$ cat src/rtl/pulse_evt_pkg.sv
// Shared definitions for the pulse event FIFO slice.
// Contents: default TS_W / DEPTH / DROP_W, a constant-capable clog2, and
// the default-width timestamp type evt_ts_t.
package pulse_evt_pkg;

    localparam int unsigned DEF_TS_W   = 16;
    localparam int unsigned DEF_DEPTH  = 8;
    localparam int unsigned DEF_DROP_W = 8;

    // Ceiling log2; clog2(1) = 0, clog2(8) = 3.
    function automatic int unsigned clog2(input int unsigned value);
        int unsigned res;
        int unsigned rem;
        res = 0;
        rem = value - 1;
        while (rem > 0) begin
            res = res + 1;
            rem = rem >> 1;
        end
        return res;
    endfunction

    typedef logic [DEF_TS_W-1:0] evt_ts_t;

endpackage

$ cat src/rtl/pulse_event_fifo_sync_fifo.sv
// Generic single-clock FIFO (module sync_fifo).
// Ports: CLK, RST (sync, active-high), WR_EN/WR_DATA push side,
// RD_EN/RD_DATA pop side (show-ahead head data), FULL, EMPTY,
// COUNT (registered occupancy 0..DEPTH).
// A write while full is accepted only when a read frees the slot in the same cycle.
module sync_fifo
    import pulse_evt_pkg::*;
#(
    parameter int unsigned WIDTH = DEF_TS_W,
    parameter int unsigned DEPTH = DEF_DEPTH
) (
    input  logic                    CLK,
    input  logic                    RST,
    input  logic                    WR_EN,
    input  logic [WIDTH-1:0]        WR_DATA,
    input  logic                    RD_EN,
    output logic [WIDTH-1:0]        RD_DATA,
    output logic                    FULL,
    output logic                    EMPTY,
    output logic [clog2(DEPTH):0]   COUNT
);

    localparam int unsigned AW = clog2(DEPTH);
    localparam int unsigned PW = AW + 1;
    localparam logic [PW-1:0] ONE = PW'(1);

    logic [PW-1:0]    wr_ptr;
    logic [PW-1:0]    rd_ptr;
    logic [WIDTH-1:0] mem [DEPTH];
    logic             wr_ok;
    logic             rd_ok;

    // Pointer MSB differs and address bits match => full.
    assign FULL    = (wr_ptr[AW] != rd_ptr[AW]) && (wr_ptr[AW-1:0] == rd_ptr[AW-1:0]);
    assign EMPTY   = (wr_ptr == rd_ptr);
    assign rd_ok   = RD_EN & ~EMPTY;
    assign wr_ok   = WR_EN & (~FULL | rd_ok);
    assign RD_DATA = mem[rd_ptr[AW-1:0]];

    // Storage array, no reset needed: contents are qualified by the pointers.
    always_ff @(posedge CLK) begin
        if (wr_ok) begin
            mem[wr_ptr[AW-1:0]] <= WR_DATA;
        end
    end

    // Pointers and occupancy.
    always_ff @(posedge CLK) begin
        if (RST) begin
            wr_ptr <= '0;
            rd_ptr <= '0;
            COUNT  <= '0;
        end else begin
            if (wr_ok) begin
                wr_ptr <= wr_ptr + ONE;
            end
            if (rd_ok) begin
                rd_ptr <= rd_ptr + ONE;
            end
            if (wr_ok && !rd_ok) begin
                COUNT <= COUNT + ONE;
            end else if (rd_ok && !wr_ok) begin
                COUNT <= COUNT - ONE;
            end
        end
    end

endmodule

$ cat src/rtl/pulse_event_fifo.sv
// Timestamps single-cycle event pulses and queues them for a valid/ready consumer.
// Ports: CLK, RST (sync, active-high), SIG_I event pulse, EVT_VALID/EVT_READY/EVT_TS
// head handshake, EVT_COUNT occupancy, OVF sticky drop flag, OVF_CLR clear,
// DROP_CNT saturating drop count (only when PULSE_EVT_DROP_CNT_EN is defined).
// Build option: define PULSE_EVT_DROP_CNT_EN to add DROP_W and DROP_CNT.
module pulse_event_fifo
    import pulse_evt_pkg::*;
#(
    parameter int unsigned TS_W   = DEF_TS_W,
    parameter int unsigned DEPTH  = DEF_DEPTH
`ifdef PULSE_EVT_DROP_CNT_EN
    ,
    parameter int unsigned DROP_W = DEF_DROP_W
`endif
) (
    input  logic                    CLK,
    input  logic                    RST,
    input  logic                    SIG_I,
    output logic                    EVT_VALID,
    input  logic                    EVT_READY,
    output logic [TS_W-1:0]         EVT_TS,
    output logic [clog2(DEPTH):0]   EVT_COUNT,
    output logic                    OVF,
    input  logic                    OVF_CLR
`ifdef PULSE_EVT_DROP_CNT_EN
    ,
    output logic [DROP_W-1:0]       DROP_CNT
`endif
);

    logic [TS_W-1:0] ts_q;
    logic [TS_W-1:0] head_data;
    logic            fifo_full;
    logic            fifo_empty;
    logic            pop;
    logic            push;
    logic            drop;

    // A pop in the same cycle frees the slot, so a full FIFO only drops without one.
    assign pop  = ~fifo_empty & EVT_READY;
    assign push = SIG_I & (~fifo_full | pop);
    assign drop = SIG_I & fifo_full & ~pop;

    assign EVT_VALID = ~fifo_empty;
    assign EVT_TS    = fifo_empty ? '0 : head_data;

    // Free-running timestamp; wrap is silent.
    always_ff @(posedge CLK) begin
        if (RST) begin
            ts_q <= '0;
        end else begin
            ts_q <= ts_q + TS_W'(1);
        end
    end

    // Sticky overflow; a drop in the clearing cycle wins.
    always_ff @(posedge CLK) begin
        if (RST) begin
            OVF <= 1'b0;
        end else if (drop) begin
            OVF <= 1'b1;
        end else if (OVF_CLR) begin
            OVF <= 1'b0;
        end
    end

`ifdef PULSE_EVT_DROP_CNT_EN
    localparam logic [DROP_W-1:0] DROP_MAX = '1;

    // Saturating drop counter; a coincident clear restarts it at one.
    always_ff @(posedge CLK) begin
        if (RST) begin
            DROP_CNT <= '0;
        end else if (drop) begin
            if (OVF_CLR) begin
                DROP_CNT <= DROP_W'(1);
            end else if (DROP_CNT != DROP_MAX) begin
                DROP_CNT <= DROP_CNT + DROP_W'(1);
            end
        end else if (OVF_CLR) begin
            DROP_CNT <= '0;
        end
    end
`endif

    sync_fifo #(
        .WIDTH (TS_W),
        .DEPTH (DEPTH)
    ) u_fifo (
        .CLK     (CLK),
        .RST     (RST),
        .WR_EN   (push),
        .WR_DATA (ts_q),
        .RD_EN   (pop),
        .RD_DATA (head_data),
        .FULL    (fifo_full),
        .EMPTY   (fifo_empty),
        .COUNT   (EVT_COUNT)
    );

endmodule

$ cat config.mk
export PLATFORM = sky130hd
export DESIGN_NAME = pulse_event_fifo
export DESIGN_NICKNAME = d
export VERILOG_FILES = /design/src/rtl/pulse_evt_pkg.sv /design/src/rtl/pulse_event_fifo_sync_fifo.sv /design/src/rtl/pulse_event_fifo.sv
export SDC_FILE = /design/constraint.sdc
export NUM_CORES = 1
export LEC_CHECK = 0
export CAP_MARGIN = 15
export CORE_MARGIN = 2
export CORE_UTILIZATION = 39
export DETAILED_ROUTE_END_ITERATION = 12
export GPL_ROUTABILITY_DRIVEN = 0
export PLACE_DENSITY = 0.54
export SLEW_MARGIN = 20
export SYNTH_ARGS = -nofsm -noshare
export SYNTH_HDL_FRONTEND = slang
export SYNTH_SLANG_ARGS = --single-unit
$ cat constraint.sdc
create_clock -name CLK -period 6.04 [get_ports CLK]
set_input_delay 1.208 -clock CLK [delete_from_list [all_inputs] [get_ports CLK]]
set_output_delay 1.208 -clock CLK [all_outputs]
set_load 0.1 [all_outputs]
# Yosys cells after proc, flatten, opt, wreduce, memory -nomap -nowiden
# Memories as Yosys holds them, arrays and structs flattened. A register that Yosys moved wholly into a read port is not among the register bits.
# Cells that the tools add are included.
classes:
  n_addsub: 5
  n_eq_ne: 3
  reduce_logical: 7
  n_mux: 9
  n_bitwise: 11
op_table:
  columns: ["op", "count"]
  rows:
  - ["16-bit by 1-bit adder with 16-bit output, second input constant", 1]
  - ["16-bit 2-to-1 mux", 1]
  - ["4-bit by 1-bit adder with 4-bit output, second input constant", 3]
  - ["4-bit 2-to-1 mux", 2]
  - ["1-bit bitwise AND", 6]
  - ["3-bit 2-to-1 mux", 2]
  - ["4-bit equality test", 1]
  - ["1-bit 2-to-1 mux", 4]
  - ["2-bit nonzero test", 2]
  - ["4-bit by 1-bit subtractor with 4-bit output, second input constant", 1]
  - ["3-bit equality test", 1]
  - ["1-bit logical AND", 3]
  - ["1-bit inverter", 3]
  - ["1-bit logical NOT", 2]
  - ["1-bit bitwise OR", 2]
  - ["1-bit inequality test", 1]
totals:
  output_inout_bits: 22
  elab_cells: 41
  n_memories: 1
  reg_bits: 29
  mem_bits_rw: 128
mem_list:
  columns: ["name", "depth", "word_bits", "rd", "rd_clocked_by_memory_dff", "wr", "line", "text"]
  rows:
  - ["u_fifo.mem", 8, 16, 1, 1, 1, "pulse_event_fifo_sync_fifo.sv:29", "logic [WIDTH-1:0] mem [DEPTH];"]

# Logic depth before layout (Yosys ltp)
depth:
  depth_word: 10
  ltp_mapped: 12

# By module
# A second synthesis with hierarchy kept.
hier_totals:
  cells_unflattened: 388
  hier_area_um2: 6563.8
modules_own_cells:
  columns: ["module", "cells_each", "instances", "area_each_um2"]
  rows:
  - ["sync_fifo", 284, 1, 5654.2]
  - ["pulse_event_fifo", 104, 1, 909.6]

# Worst setup path before layout
# No wires, ideal clock.
synth_path:
  path_kind: "reg2out"
  startpoint: "reg (tool-made name)"
  endpoint: "out EVT_TS[10]"
  arrival_ps: 2493
  path_stages_with_launch: 5
  t_required_ps: 4832
  setup_slack_ps: 2339
  path_cell_list: "dfxtp_1 clkbuf_1 buf_1 mux2i_1 nor2_1"
synth_lines:
  columns: ["item", "line", "text"]
  rows:
  - ["end: declaration", "pulse_event_fifo.sv:21", "output logic [TS_W-1:0] EVT_TS,"]

# Worst setup path after layout
layout_path:
  startpoint: "reg u_fifo.wr_ptr[0]"
  endpoint: "out EVT_TS[4]"
layout_between:
  elab_chain_cells: 2
layout_lines:
  columns: ["item", "line", "text"]
  rows:
  - ["start: declaration", "pulse_event_fifo_sync_fifo.sv:27", "logic [PW-1:0] wr_ptr;"]
  - ["start signal: assignment", "pulse_event_fifo_sync_fifo.sv:55", "wr_ptr <= wr_ptr + ONE;"]
  - ["4-bit equality test", "pulse_event_fifo_sync_fifo.sv:35", "assign EMPTY = (wr_ptr == rd_ptr);"]
  - ["16-bit 2-to-1 mux", "pulse_event_fifo.sv:45", "assign EVT_TS = fifo_empty ? '0 : head_data;"]
# No other way between the ends.

==> flow_results.org <==
** Run status
- Status :: finished clean

** Global routing
- The first global-routing pass estimated 19,100 um of wire.
- Met3 Usage GRT :: 4.06%
- Global routing used 24.5% of the available met2 tracks.
- Maximum number of pins on one net before global-route repair :: 33
- Total routing resource utilization after global routing :: 14.8%
- Total congestion overflow after global routing :: 0
- Met1 demand-to-capacity share in global routing :: 18.9%
- Initial antenna violation count :: 0
- met2 is the most crowded layer.
- The number of global-route vias before repair came to 3,451.

** Flow run
- The tool flagged a number of max-cap violations equal to 0.

** Setup path
- In this run the critical register-to-register path is captured at u_fifo.COUNT[3]$_SDFFE_PP0P_.
- The worst setup path is of the reg -> out kind.
- Source of the worst register-to-register timing path :: u_fifo.wr_ptr[0]$_SDFFE_PP0P_
- Of all nets on the critical path, the largest fanout is 17.
- Type of element launching the critical path :: register
- Largest stage delay on the critical path :: 1010 ps
- CP Data Required Time :: 4830 ps
- The signal on the critical path passes through xor2_1, or3_4, nor2_2, nor2_1, clkdlybuf4s50_1.
- Kind of end point of the critical path :: output pin
- Among all stages on the critical path, the largest delay is contributed by sky130_fd_sc_hd__clkdlybuf4s50_1.
- Setup slack on the worst reg-to-reg path comes out at 2720 ps.
- Data on the critical path arrives at its endpoint at 3560 ps.
- Counting cells, the worst reg-to-reg path comes to 11.

** Clock tree
- Post-CTS Setup Inserts :: 0
- The later pin in the worst-skew pair is clocked with a latency of 420 ps.
- CTS clk-pin slew, worst paths :: 60 ps
- The H-tree was split into 4 levels.
- TritonCTS clock tree :: done
- The clock drives 160 sinks.
- The longest clock path from root to sink contains 2 buffers.
- Number of CTS-inserted buffers :: 17
- The root buffer cell chosen for the clock tree is sky130_fd_sc_hd__clkbuf_16.
- In this run, post-CTS hold repair placed 0 buffers.
- Post-CTS resize count :: 0

** Floorplan
- Initial cell density of the core :: 39.4%
- Die boundary width :: 133 um
- Pin placement for this block handled 27 I/O pins.
- The initialized floorplan defines 47 standard-cell rows.
- Placeable core region :: 16,400 um2
- Die Y-Extent :: 133 um
- Area of the die :: 17,600 um2

** Power and ir drop
- Pwr/cell area :: 411 nW/um2
- Summed over all cells, the static leakage comes to 2.52 nW.
- Peak supply drop :: 0.391 mV

** Logic synthesis
- Total standard cell area after synthesis :: 6460 um2
- After synthesis, flip-flops and latches occupy 69.5% of the total area.
- Instance count of the mapped netlist :: 381
- Averaged over all synthesized cells, the footprint is 16.9 um2.
- After synthesis the netlist holds a flip-flop and latch count of 160.
- In this run, distinct cell masters in the synthesized netlist total 46.
- Synthesized Nets :: 393
- Commonest register cell after synthesis :: sky130_fd_sc_hd__edfxtp_1
- For this run, the number of Yosys warnings is 0.
- In the synthesized netlist the async set-or-reset flop fraction comes to 0%.
- Number of enable-type register cells in the synthesized netlist :: 128

** Placed design
- Once detailed placement completed, the half-perimeter wirelength came to 6970 um.
- # port buffers :: 26
- Placed Area :: 7040 um2
- Before CTS, the worst setup slack after placement is 1590 ps.

** Drt
- After detailed routing, the number of vias per cell comes to 5.05.
- In the routed design, unresolved DRC markers number 0.
- Wire length after detailed routing :: 12,000 um
- Via count :: 3,295
- Violation count after the first detailed-routing iteration :: 187
- In this run the remaining antenna-violating nets after routing total 0.
- Mean routed wirelength per cell :: 18.4 um
- Number of optimization iterations in the first detailed-route pass :: 5

** Worst hold path
- The min-delay analysis places its worst path in the category reg -> reg.
- Min-Delay Startpoint :: OVF$_SDFFE_PP0P_
- Counting instances, the worst hold path has a depth of 2.
- For hold timing, the worst endpoint is OVF$_SDFFE_PP0P_.

** Layout
- Measured on the finished design, the core utilization comes to 46.8%.
- From synthesis to final layout, the design area changed by 19.1%.
- The net count of the finished layout is 432.
- Counting the fill cells in the layout gives 1,394.
- Share of layout cells above drive strength 1 :: 21.7%
- The number of antenna diodes in the final layout is 0.
- Once layout is done, the placed cells without fillers occupy 7690 um2.

** Timing
- Measured against its own limit, the worst slew margin works out to 34.8%.
- Setup violations remaining at the end of the flow were counted as 0.
- Final setup TNS :: 0 ps
- On the final layout, the worst clock skew is 6.35 ps.
- Worst hold margin :: 498 ps
- The number of hold-slack violations in the final timing report was 0.
- Final Max Slew Viols :: 0
- Max frequency :: 210 MHz
- Slew of the pin with the lowest slew margin :: 974 ps
- Share of the clock period used by the worst path :: 79.0%
- PnR worst setup slack :: 1270 ps
- Final critical-path required period :: 4770 ps
- Setup repair after global routing left no endpoint under its margin.
sequential cells by signal, indices dropped and copies added, names as in the netlist, named ones only:
signal / count
u_fifo.mem: 128
u_fifo.COUNT: 4
u_fifo.rd_ptr: 4
u_fifo.wr_ptr: 4
OVF: 1
ts_q: 16
where the power goes:
part	switching, mW	total, mW	internal (mW)
registers	0.0454	1.27	1.22
clock network	0.406	1.14	0.731
logic	0.518	0.756	0.237
total	0.969	3.16	2.19
final cells by class:
class                           instances  area [um2]  share of cell area (%)
Clock buffer                           24         524                    6.82
Tap cell                              220         275                    3.58
Timing Repair Buffer                   38         350                    4.56
Clock inverter                          8         121                    1.58
Inverter                                9        36.3                   0.472
Multi-Input combinational cell        194        1890                    24.6
Sequential cell                       160        4490                    58.4
cells by family (layout without fill, tap and decap cells):
kind of cell / count (synthesis) / count (layout) / synth area share (%)
compound gates: 23 / 23 / 2.58
mux: 56 / 56 / 15.0
flops: 160 / 160 / 69.5
simple gates: 93 / 93 / 7.21
buf+inv: 27 / 79 / 1.82
fa+ha+maj: 7 / 7 / 1.47
xor+xnor: 15 / 15 / 2.44
worst max-delay path by stage:
stage | end | slack (ps) | depth (start not counted) | startpoint
detailed placement | EVT_TS[4] | 1590 | 5 | u_fifo.wr_ptr[0]$_SDFFE_PP0P_
CTS | EVT_TS[4] | 1120 | 5 | u_fifo.wr_ptr[0]$_SDFFE_PP0P_
floorplan | EVT_TS[10] | 2340 | 4 | register
global placement | EVT_TS[14] | 1700 | 5 | u_fifo.wr_ptr[0]$_SDFFE_PP0P_
finish | EVT_TS[4] | 1270 | 5 | u_fifo.wr_ptr[0]$_SDFFE_PP0P_
global route | EVT_TS[8] | 1000 | 5 | u_fifo.wr_ptr[0]$_SDFFE_PP0P_
placed cells by master (no fill, tap or decap), drive strengths merged, types with 3 or more instances in the layout:
cell           instances
edfxtp               128
mux2i                 20
o21ai                  7
bufinv                 3
nor2                  41
nor3                   3
clkinv                 4
nand4                  5
nor4                   6
clkbuf                24
buf                   12
xor2                  10
a21oi                  9
or3                    8
nand3                  6
inv                    9
dfxtp                 32
clkdlybuf4s50         26
nor2b                  6
nand2                  9
mux4                  32
mux2                   4
xnor2                  5
ha                     6
cell usage after synthesis, types with 2 or more instances:
master	instances	area, um2
sky130_fd_sc_hd__or3_1	7	43.8
sky130_fd_sc_hd__xor2_1	8	70.1
sky130_fd_sc_hd__mux4_2	32	721
sky130_fd_sc_hd__a21oi_1	9	45.0
sky130_fd_sc_hd__nor2_1	40	150
sky130_fd_sc_hd__nor2b_1	6	37.5
sky130_fd_sc_hd__mux2_2	3	33.8
sky130_fd_sc_hd__nand4_1	5	31.3
sky130_fd_sc_hd__ha_1	6	75.1
sky130_fd_sc_hd__nand2_1	9	33.8
sky130_fd_sc_hd__inv_1	8	30.0
sky130_fd_sc_hd__nor4_1	6	37.5
sky130_fd_sc_hd__buf_1	3	11.3
sky130_fd_sc_hd__o21ai_0	6	30.0
sky130_fd_sc_hd__clkbuf_1	9	33.8
sky130_fd_sc_hd__nor3_1	3	15.0
sky130_fd_sc_hd__mux2i_1	20	200
sky130_fd_sc_hd__buf_2	5	25.0
sky130_fd_sc_hd__dfxtp_1	32	641
sky130_fd_sc_hd__edfxtp_1	128	3840
sky130_fd_sc_hd__nand3_1	6	30.0
sky130_fd_sc_hd__nand2b_1	2	12.5
sky130_fd_sc_hd__xnor2_1	5	43.8
routing by layer:
layer | up-vias | routed length, um
li1 | 1553 | -
met1 | 1677 | 5400
met4 | 0 | 177
met3 | 16 | 368
met2 | 49 | 6080
met5 | - | 0
per-stage QoR:
stage               power (mW)  cells
detailed placement        2.06    621
CTS                       3.19    653
global route              3.29    653
global placement          2.05    621
floorplan                 1.89    381
finish                    3.16    653
critical path, delay by kind of cell, from the launching register on:
kind / cells / cell delay (ps)
xor+xnor: 1 / 220
buf+inv: 1 / 1010
flops: 1 / 600
simple gates: 3 / 1320
Note: power is estimated with default switching activity, not from simulation.
==> RTL edit, RTL diff (same settings) <==
Register the output `EVT_COUNT`, without a reset; this adds one clock of latency there. The other outputs are not delayed to match.
--- a/src/rtl/pulse_event_fifo.sv
+++ b/src/rtl/pulse_event_fifo.sv
@@ -27,6 +27,8 @@
     output logic [DROP_W-1:0]       DROP_CNT
 `endif
 );
+
+    logic [clog2(DEPTH):0] EVT_COUNT_d;
 
     logic [TS_W-1:0] ts_q;
     logic [TS_W-1:0] head_data;
@@ -95,8 +97,12 @@
         .RD_DATA (head_data),
         .FULL    (fifo_full),
         .EMPTY   (fifo_empty),
-        .COUNT   (EVT_COUNT)
+        .COUNT   (EVT_COUNT_d)
     );
+
+    always_ff @(posedge CLK) begin
+        EVT_COUNT <= EVT_COUNT_d;
+    end
 
 endmodule
 
Behaviour: not the same (a bounded check fails within 4 cycles, from zero or initial values and one cycle with RST high).
==> RTL edit against the original RTL <==
  * Power up 3.1%
  * Synthesized area up 1.3%
  * Register-to-register slack better by 310 ps
  * Final area up 0.60%
  * Routed wire length up 2.7%
  * Sequential cell count up 4
  * Critical path depth unchanged
  * Worst setup slack better by 300 ps
==> RTL edit: results <==
run_status:
  status: "finished clean"
yosys:
  ys_seq_area_share_pct: 69.8
  synthTopCellsByCount: "edfxtp_1 (128), nor2_1 (38), dfxtp_1 (36)"
  syn_nets: 391
  synth.distinct_cells: 42
  netlist_top_cells_area: "edfxtp_1 (59%), dfxtp_1 (11%), mux4_2 (11%)"
global_route:
  grt_pass1_wl_mm: 19.5
  use_met2_pct: 24.2
  gr-usage-met1_pct: 19.9
  grt.total_usage_pct: 15.0
  grt_use_met3_pct: 3.58
  grt_pass1_vias: 3416
power_and_ir_drop:
  leakage_nw: 2.55
  vdd_drop_max_mv: 0.266
placement:
  post-place-ws_ps: 1950
  place_hpwl_mm: 6.99
drt:
  wl_met3_um: 380
  routed_wl_mm: 12.3
  drt-met1-wl_mm: 5.75
  drt_iter0_markers: 271
  wl_met2_mm: 6.02
  drt_pre_antenna_iters: 4
  dr_total_vias: 3273
clocking:
  cts.reportedPaths.clkPinSlew_ps: 60
  cts_resized: 0
sta:
  final.setup_skew_ps: 6.36
  holdWs_ps: 370
cells_and_area:
  n_antenna_cell: 0
  nets: 425
  final_layout_size_suffix_gt1_share_pct: 19.7
  fill_cells: 1447
worst_hold_path:
  worstHoldStart: "u_fifo.COUNT[3]"
  hold_path_end: "EVT_COUNT[3]"
  holdPathStages: 0
critical_path:
  reg2reg_slack_ps: 3030
  cp_data_arrival_time_ps: 3260
  ff2ff_path_depth: 10
  cpPeakStageDelay_ps: 980
  crit_fanout: 23
  critPathTopFamily: "buffers and inverters"
-- RTL edit: final cells by class --
type | count | area (µm²) | area share [%]
multi-input cells | 191 | 1890 | 24.5
clock buffers | 27 | 568 | 7.35
clock inverters | 5 | 104 | 1.34
inverters | 8 | 30.0 | 0.388
flip-flops and latches | 164 | 4570 | 59.0
repair buffers | 31 | 298 | 3.85
well taps | 220 | 275 | 3.56
-- RTL edit: stage by stage --
stage / total power [W] / cells
floorplan: 0.00194 / 379
global placement: 0.00210 / 614
detailed placement: 0.00211 / 614
CTS: 0.00330 / 646
global route: 0.00338 / 646
finish: 0.00326 / 646
-- RTL edit: worst reg2reg max path, delay by kind of cell (launching register included) --
kind	cells	cell delay [ps]
AOI/OAI and AO/OA	3	520
xor gates and xnor gates	1	220
adders and majority gates	2	500
buffers and inverters	1	140
DFF	1	570
muxes	2	560
and+or+nand+nor	1	390
-- RTL edit: worst max-delay path by stage --
stage / end / cells after the start / from / slack [ps]
detailed placement: EVT_TS[14] / 5 / flop / 1950
global route: EVT_TS[9] / 5 / flop / 1360
global placement: EVT_TS[5] / 5 / flop / 1950
CTS: EVT_TS[14] / 5 / flop / 1480
finish: EVT_TS[14] / 5 / flop / 1570
floorplan: EVT_TS[10] / 5 / u_fifo.wr_ptr[0] / 2430
-- RTL edit: kinds of logic (layout without fill, tap and decap cells) --
group | count (synthesis) | after routing | synth area share, %
flops | 164 | 164 | 69.8
simple gates | 89 | 89 | 7.58
mux | 55 | 55 | 14.6
compound gates | 26 | 26 | 2.74
buf+inv | 24 | 71 | 1.51
xor+xnor | 14 | 14 | 2.33
fa+ha+maj | 7 | 7 | 1.45
-- RTL edit: power by group --
group | internal [W] | switching [W]
clock network | 0.000773 | 0.000413
logic | 0.000242 | 0.000528
registers | 0.00126 | 0.0000438
